File: config.mk
export PLATFORM = sky130hd
export DESIGN_NAME = dmem_store_buffer_flat
export DESIGN_NICKNAME = d
export VERILOG_FILES = /design/src/rtl/dmem_store_buffer_if.sv /design/src/rtl/dmem_store_buffer.sv /design/src/flat_wrapper.sv
export SDC_FILE = /design/constraint.sdc
export NUM_CORES = 1
export LEC_CHECK = 0
export CORE_MARGIN = 5
export CORE_UTILIZATION = 58
export CTS_CLUSTER_SIZE = 20
export DETAILED_ROUTE_END_ITERATION = 7
export PLACE_DENSITY = 0.82
export SYNTH_ARGS = -nofsm -noshare
export SYNTH_HDL_FRONTEND = slang
export SYNTH_SLANG_ARGS = --single-unit
File: constraint.sdc
create_clock -name clk -period 8.9 [get_ports clk]
set_input_delay 2.67 -clock clk [delete_from_list [all_inputs] [get_ports clk]]
set_output_delay 2.67 -clock clk [all_outputs]
set_load 0.05 [all_outputs]
File: src/rtl/dmem_store_buffer_if.sv
// Core and SRAM signal bundle for the data-memory store buffer.
// slave = buffer view, master = core/SRAM environment view.
interface dmem_store_buffer_if #(
  parameter int AW = 32,
  parameter int DW = 32
);
  logic [AW-1:0] coreAddress;
  logic [DW-1:0] coreWriteData;
  logic          coreWriteEnable;
  logic          coreReadEnable;
  logic [DW-1:0] coreReadData;
  logic          coreStall;
  logic [AW-1:0] memAddress;
  logic [DW-1:0] memWriteData;
  logic          memWriteEnable;
  logic [DW-1:0] memReadData;
  logic          memReady;
  logic          bufEmpty;

  modport slave (
    input  coreAddress, coreWriteData, coreWriteEnable, coreReadEnable,
    input  memReadData, memReady,
    output coreReadData, coreStall, memAddress, memWriteData, memWriteEnable,
    output bufEmpty
  );

  modport master (
    output coreAddress, coreWriteData, coreWriteEnable, coreReadEnable,
    output memReadData, memReady,
    input  coreReadData, coreStall, memAddress, memWriteData, memWriteEnable,
    input  bufEmpty
  );
endinterface

File: src/rtl/dmem_store_buffer.sv
// Posted-write FIFO between the core data port and the data SRAM, with load forwarding.
// Optional in-place store coalescing: define DMEM_STORE_COALESCE_EN.
module dmem_store_buffer #(
  parameter int DEPTH = 4,
  parameter int AW    = 32,
  parameter int DW    = 32
) (
  input  logic                       clk,
  input  logic                       reset,
  dmem_store_buffer_if.slave         bus,
  output logic [$clog2(DEPTH+1)-1:0] dbgCount
);
  localparam int PW  = $clog2(DEPTH);
  localparam int CW  = $clog2(DEPTH + 1);
  localparam int WAW = AW - 2;

  logic [PW-1:0]  head, tail;
  logic [CW-1:0]  count;
  logic [DEPTH-1:0] validQ;
  logic [WAW-1:0] addrQ [DEPTH];
  logic [DW-1:0]  dataQ [DEPTH];

  logic [WAW-1:0] wordAddr;
  logic           hitAny;
  logic [DW-1:0]  fwdData;
  logic [PW-1:0]  scanIdx;
`ifdef DMEM_STORE_COALESCE_EN
  logic [PW-1:0]  matchIdx;
`endif
  logic full, notEmpty, readMiss, serveLoad, drainHead, pop;
  logic coalesceHit, storeAccept, alloc;

  assign wordAddr = bus.coreAddress[AW-1:2];
  assign dbgCount = count;

  // Scan oldest to youngest so the last match seen is the youngest entry.
  always_comb begin
    hitAny  = 1'b0;
    fwdData = '0;
    scanIdx = '0;
`ifdef DMEM_STORE_COALESCE_EN
    matchIdx = '0;
`endif
    for (int i = 0; i < DEPTH; i++) begin
      scanIdx = head + PW'(i);
      if (validQ[scanIdx] && addrQ[scanIdx] == wordAddr) begin
        hitAny  = 1'b1;
        fwdData = dataQ[scanIdx];
`ifdef DMEM_STORE_COALESCE_EN
        matchIdx = scanIdx;
`endif
      end
    end
  end

  assign full      = (count == CW'(DEPTH));
  assign notEmpty  = (count != '0);
  assign readMiss  = bus.coreReadEnable && !hitAny;
  assign serveLoad = readMiss && !full;
  assign drainHead = !serveLoad && notEmpty && !reset;
  assign pop       = drainHead && bus.memReady;

`ifdef DMEM_STORE_COALESCE_EN
  // A head that is leaving this cycle cannot absorb the store; it allocates instead.
  assign coalesceHit = bus.coreWriteEnable && hitAny && !(matchIdx == head && pop);
`else
  assign coalesceHit = 1'b0;
`endif

  always_comb begin
    bus.memAddress     = bus.coreAddress;
    bus.memWriteData   = '0;
    bus.memWriteEnable = 1'b0;
    bus.coreReadData   = bus.memReadData;
    bus.coreStall      = 1'b0;
    if (reset) begin
      bus.memAddress = '0;
    end else begin
      if (drainHead) begin
        bus.memAddress     = {addrQ[head], 2'b00};
        bus.memWriteData   = dataQ[head];
        bus.memWriteEnable = 1'b1;
      end
      if (bus.coreReadEnable) begin
        if (hitAny)         bus.coreReadData = fwdData;
        else if (serveLoad) bus.coreStall    = !bus.memReady;
        else                bus.coreStall    = 1'b1;
      end else if (bus.coreWriteEnable) begin
        bus.coreStall = full && !pop && !coalesceHit;
      end
    end
  end

  assign bus.bufEmpty = reset || !notEmpty;
  assign storeAccept  = bus.coreWriteEnable && !bus.coreStall && !reset;
  assign alloc        = storeAccept && !coalesceHit;

  // On a full buffer the pop and the allocate hit the same slot; allocate wins.
  always_ff @(posedge clk or posedge reset) begin
    if (reset) begin
      head   <= '0;
      tail   <= '0;
      count  <= '0;
      validQ <= '0;
    end else begin
      if (pop) begin
        validQ[head] <= 1'b0;
        head         <= head + 1'b1;
      end
      if (alloc) begin
        validQ[tail] <= 1'b1;
        tail         <= tail + 1'b1;
      end
      count <= count + CW'(alloc) - CW'(pop);
    end
  end

  always_ff @(posedge clk) begin
    if (alloc) begin
      addrQ[tail] <= wordAddr;
      dataQ[tail] <= bus.coreWriteData;
    end
`ifdef DMEM_STORE_COALESCE_EN
    if (storeAccept && coalesceHit) dataQ[matchIdx] <= bus.coreWriteData;
`endif
  end
endmodule
File: src/flat_wrapper.sv
// flat-port wrapper written by rule: the top's interface ports become plain ports
module dmem_store_buffer_flat 
#(
  parameter int DEPTH = 4,
  parameter int AW    = 32,
  parameter int DW    = 32
)
  (clk, reset, dbgCount, bus_coreAddress, bus_coreWriteData, bus_coreWriteEnable, bus_coreReadEnable, bus_memReadData, bus_memReady, bus_coreReadData, bus_coreStall, bus_memAddress, bus_memWriteData, bus_memWriteEnable, bus_bufEmpty);
  dmem_store_buffer_if #(.AW(AW), .DW(DW)) bus_i ();
  input  logic clk;
  input  logic reset;
  output logic [$clog2(DEPTH+1)-1:0] dbgCount;
  input wire logic [$bits(bus_i.coreAddress)-1:0] bus_coreAddress;
  input wire logic [$bits(bus_i.coreWriteData)-1:0] bus_coreWriteData;
  input wire logic [$bits(bus_i.coreWriteEnable)-1:0] bus_coreWriteEnable;
  input wire logic [$bits(bus_i.coreReadEnable)-1:0] bus_coreReadEnable;
  input wire logic [$bits(bus_i.memReadData)-1:0] bus_memReadData;
  input wire logic [$bits(bus_i.memReady)-1:0] bus_memReady;
  output wire logic [$bits(bus_i.coreReadData)-1:0] bus_coreReadData;
  output wire logic [$bits(bus_i.coreStall)-1:0] bus_coreStall;
  output wire logic [$bits(bus_i.memAddress)-1:0] bus_memAddress;
  output wire logic [$bits(bus_i.memWriteData)-1:0] bus_memWriteData;
  output wire logic [$bits(bus_i.memWriteEnable)-1:0] bus_memWriteEnable;
  output wire logic [$bits(bus_i.bufEmpty)-1:0] bus_bufEmpty;
  assign bus_i.coreAddress = bus_coreAddress;
  assign bus_i.coreWriteData = bus_coreWriteData;
  assign bus_i.coreWriteEnable = bus_coreWriteEnable;
  assign bus_i.coreReadEnable = bus_coreReadEnable;
  assign bus_i.memReadData = bus_memReadData;
  assign bus_i.memReady = bus_memReady;
  assign bus_coreReadData = bus_i.coreReadData;
  assign bus_coreStall = bus_i.coreStall;
  assign bus_memAddress = bus_i.memAddress;
  assign bus_memWriteData = bus_i.memWriteData;
  assign bus_memWriteEnable = bus_i.memWriteEnable;
  assign bus_bufEmpty = bus_i.bufEmpty;
  dmem_store_buffer #(.DEPTH(DEPTH), .AW(AW), .DW(DW)) u_core (.clk(clk), .reset(reset), .bus(bus_i), .dbgCount(dbgCount));
endmodule
==> impl_metrics.py, run 1 <==
metrics = {
    "run_status": {
        "status": "complete, no violations",
    },
    "yosys": {
        "synth_edf_count": 248,
        "synth_cell_type_count": 66,
        "synth_top_family_by_area": "multiplexers",
        "synthFlopType": "edfxtp_1",
        "synth_nets": 1447,
        "synth_area_leaders": "edfxtp_1 39%, mux4_2 25%, mux2i_1 7.3%",
        "yosys.area_share.simple": 0.06667,
        "avgSynthCellArea_um2": 14.14,
        "ys_seq_area_frac": 0.4090,
        "yosysMostFrequentCell": "edfxtp_1",
        "yosysTopAreaCell": "edfxtp_1",
        "synth_top_area_frac": 0.3944,
        "synth_area_um2": 18880,
        "yosys-top-cells-count": "248 x edfxtp_1, 210 x mux4_2, 138 x mux2i_1",
        "muxShareOfSynthArea": 0.3278,
        "ys_ff_latch": 259,
        "synth-adder-area-share": 0.007687,
        "yosys_warnings": 0,
        "ys_async_sr_fraction": 0.04247,
        "synthCells": 1335,
        "synth_xor_xnor_area_share": 0.04685,
        "synth_compound_area_frac": 0.09781,
    },
    "worst_setup_path": {
        "r2r_start": "u_core.head[0]",
        "cp-start-kind": "input pin",
        "endpoint_kind": "output port",
        "path_max_fanout": 14,
        "cp.arrival_ns": 6.17,
        "critPathLaunch": "bus_coreAddress[5]",
        "required_ns": 6.23,
        "critPathKind": "in -> out",
    },
    "hold_path": {
        "holdCritStartpoint": "u_core.dbgCount[2]",
        "holdCritPathClass": "reg -> reg",
    },
    "routing": {
        "routed_wl_um": 53790,
        "dr.pass1.iters": 8,
        "drtIter0Drc": 1704,
        "postRouteAntennaNets": 0,
        "vias_per_cell": 7.013,
        "vias": 13750,
        "avgRoutedWirePerCell_um": 27.43,
        "drc": 0,
    },
    "power_and_ir_drop": {
        "vdd_drop_max_uv": 343.2,
        "p_leak_nw": 7.692,
        "power_density_nw_per_um2": 309.1,
        "total_power_mw": 7.051,
    },
    "cts": {
        "clockBufferDepth": 3,
        "insertion_delay_ns": 0.57,
        "numClockSinks": 259,
        "hold_buffers": 0,
        "cts_inserted_buffers": 28,
        "root_buffer": "clkbuf_16",
        "cts_tree": "done",
        "path_clk_slew_ns": 0.06,
        "h-tree-depth": 1,
        "cts_resized": 0,
        "cts_setup_buffers": 0,
    },
    "die": {
        "initial_utilization": 0.5833,
        "fp.dieW_um": 190.4,
        "rows": 66,
        "die_area_um2": 36260,
        "die_height_um": 190.4,
        "io_pins": 203,
        "core_um2": 32370,
    },
    "place": {
        "dpl.cell_count": 1906,
        "hpwl_um": 35760,
        "placed_cell_area_um2": 21820,
        "routabilityCongestion": 0.9691,
        "io_buffers": 202,
    },
    "grt": {
        "antenna_found_initial": 5,
        "grt_pass1_wl_um": 82190,
        "grt_max_degree": 156,
        "grt_usage": 0.2927,
        "gr-total-overflow": 0,
        "grt_pass1_vias": 13600,
    },
    "layout": {
        "final_area_um2": 22810,
        "n_fill_cell": 2164,
        "fin_nets": 1606,
        "drive_above_1_share": 0.3107,
        "syn_to_final_growth_pct": 20.83,
        "final_util": 0.7047,
        "seq_area_um2": 7730,
        "multi_input_area_um2": 10370,
        "instances_no_fill": 1961,
    },
    "sta": {
        "setup_viol": 0,
        "grt_setup_unrepaired": "false",
        "slew_headroom": 0.3365,
        "worst_slew_pin_slew_ns": 0.9953,
        "post-route-period-util": 0.9929,
        "finalHoldViolCount": 0,
        "period_needed_ns": 8.837,
        "finClkSkew_ns": 0.02083,
        "final.setup.tns_ns": 0,
        "fmax_mhz": 113.2,
        "final-max-slew-violation-count": 0,
    },
    "flow_run": {
        "maxCapViolations": 0,
    },
}
-- where the power goes --
group	switching (mW)	internal (mW)
registers	0.102	1.46
logic	2.24	2.03
clock network	0.478	0.737
-- per-layer routing --
metal,global-route usage,wire [µm],up-vias
met2,0.4774,26130,857
li1,-,-,5781
met4,0.08785,1696,4
met5,0,14,-
met1,0.4059,20430,6990
met3,0.05566,5518,121
-- flip-flops by register name (all words and copies together), names as in the netlist --
register	flops
u_core.validQ	4
u_core.addrQ	120
u_core.head	2
u_core.dataQ	128
u_core.tail	2
u_core.dbgCount	3
-- worst paths after layout --
path / depth (start not counted) / end / slack (ns)
worst min register to register: 1 / u_core.dbgCount[2] / 0.57
max in group asynchronous: 4 / u_core.head[1] / 5.70
worst max register to register: 15 / u_core.dataQ[0][0] / 3.24
worst max-delay path: 12 / bus_coreReadData[31] / 0.06
worst min-delay path: 1 / u_core.dbgCount[2] / 0.57
min in group asynchronous: 4 / u_core.dbgCount[0] / 2.90
-- cell type report --
type / instances / area share
Multi-Input combinational cell: 919 / 0.4546
Sequential cell: 259 / 0.3388
Timing Repair Buffer: 265 / 0.1365
Clock buffer: 34 / 0.03263
Tap cell: 442 / 0.02424
Clock inverter: 18 / 0.009488
Inverter: 21 / 0.003455
Antenna cell: 3 / 0.0003291
-- cells by family (layout without fill, tap and decap cells) --
| kind of cell | Yosys count | count (layout) |
|---|---|---|
| mux | 355 | 355 |
| flops | 259 | 259 |
| simple gates | 228 | 228 |
| compound gates | 224 | 224 |
| buf+inv | 157 | 338 |
| xor+xnor | 101 | 101 |
| fa+ha+maj | 11 | 11 |
| other cells | 0 | 3 |
-- through the flow --
stage,hold WS (ns),setup WS (ns)
after floorplan,0.5339,0.5570
after global placement,0.5286,0.01223
after detailed placement,0.5474,0.06649
after CTS,0.5772,0.02943
after global routing,0.5882,0.02441
final,0.5698,0.06326
-- placed cells by master (no fill, tap or decap), types with 8 or more instances in the layout --
master,Yosys,routed
edfxtp_1,248,248
mux4_2,210,210
mux2i_1,138,138
clkdlybuf4s50_1,0,104
buf_4,20,92
xnor2_1,76,74
buf_12,0,69
nand2_1,56,56
o21ai_0,51,51
and2_1,45,40
nor2_1,36,36
a21o_1,36,36
nor3b_1,32,32
a221oi_2,30,30
clkbuf_16,0,29
xor2_1,25,25
inv_1,18,18
nand4_1,17,17
o22ai_1,14,14
a21oi_1,14,14
a211oi_1,13,13
o2111ai_1,9,9
ha_1,10,9
dfrtp_1,11,9
a221o_1,8,8
-- worst max-delay path, cell delays in order --
cell and delay, ns:
clkdlybuf4s50_1 0.63, buf_4 0.26, xnor2_1 0.11, nor3_2 0.25
o2111ai_1 0.28, a211o_1 0.34, or3_4 0.35, and2_2 0.35
buf_12 0.22, a221oi_1 0.35, a21o_1 0.17, buf_12 0.14
No activity file was read; power rests on OpenSTA's default activity.
==> inputs of run 2 (changes only) <==
--- a/config.mk
+++ b/config.mk
@@ -5,6 +5,7 @@
 export SDC_FILE = /design/constraint.sdc
 export NUM_CORES = 1
 export LEC_CHECK = 0
+export CAP_MARGIN = 20
 export CORE_MARGIN = 5
 export CORE_UTILIZATION = 58
 export CTS_CLUSTER_SIZE = 20
==> results of run 2 <==
Final layout, timing and power as in run 1 (identical DEF).
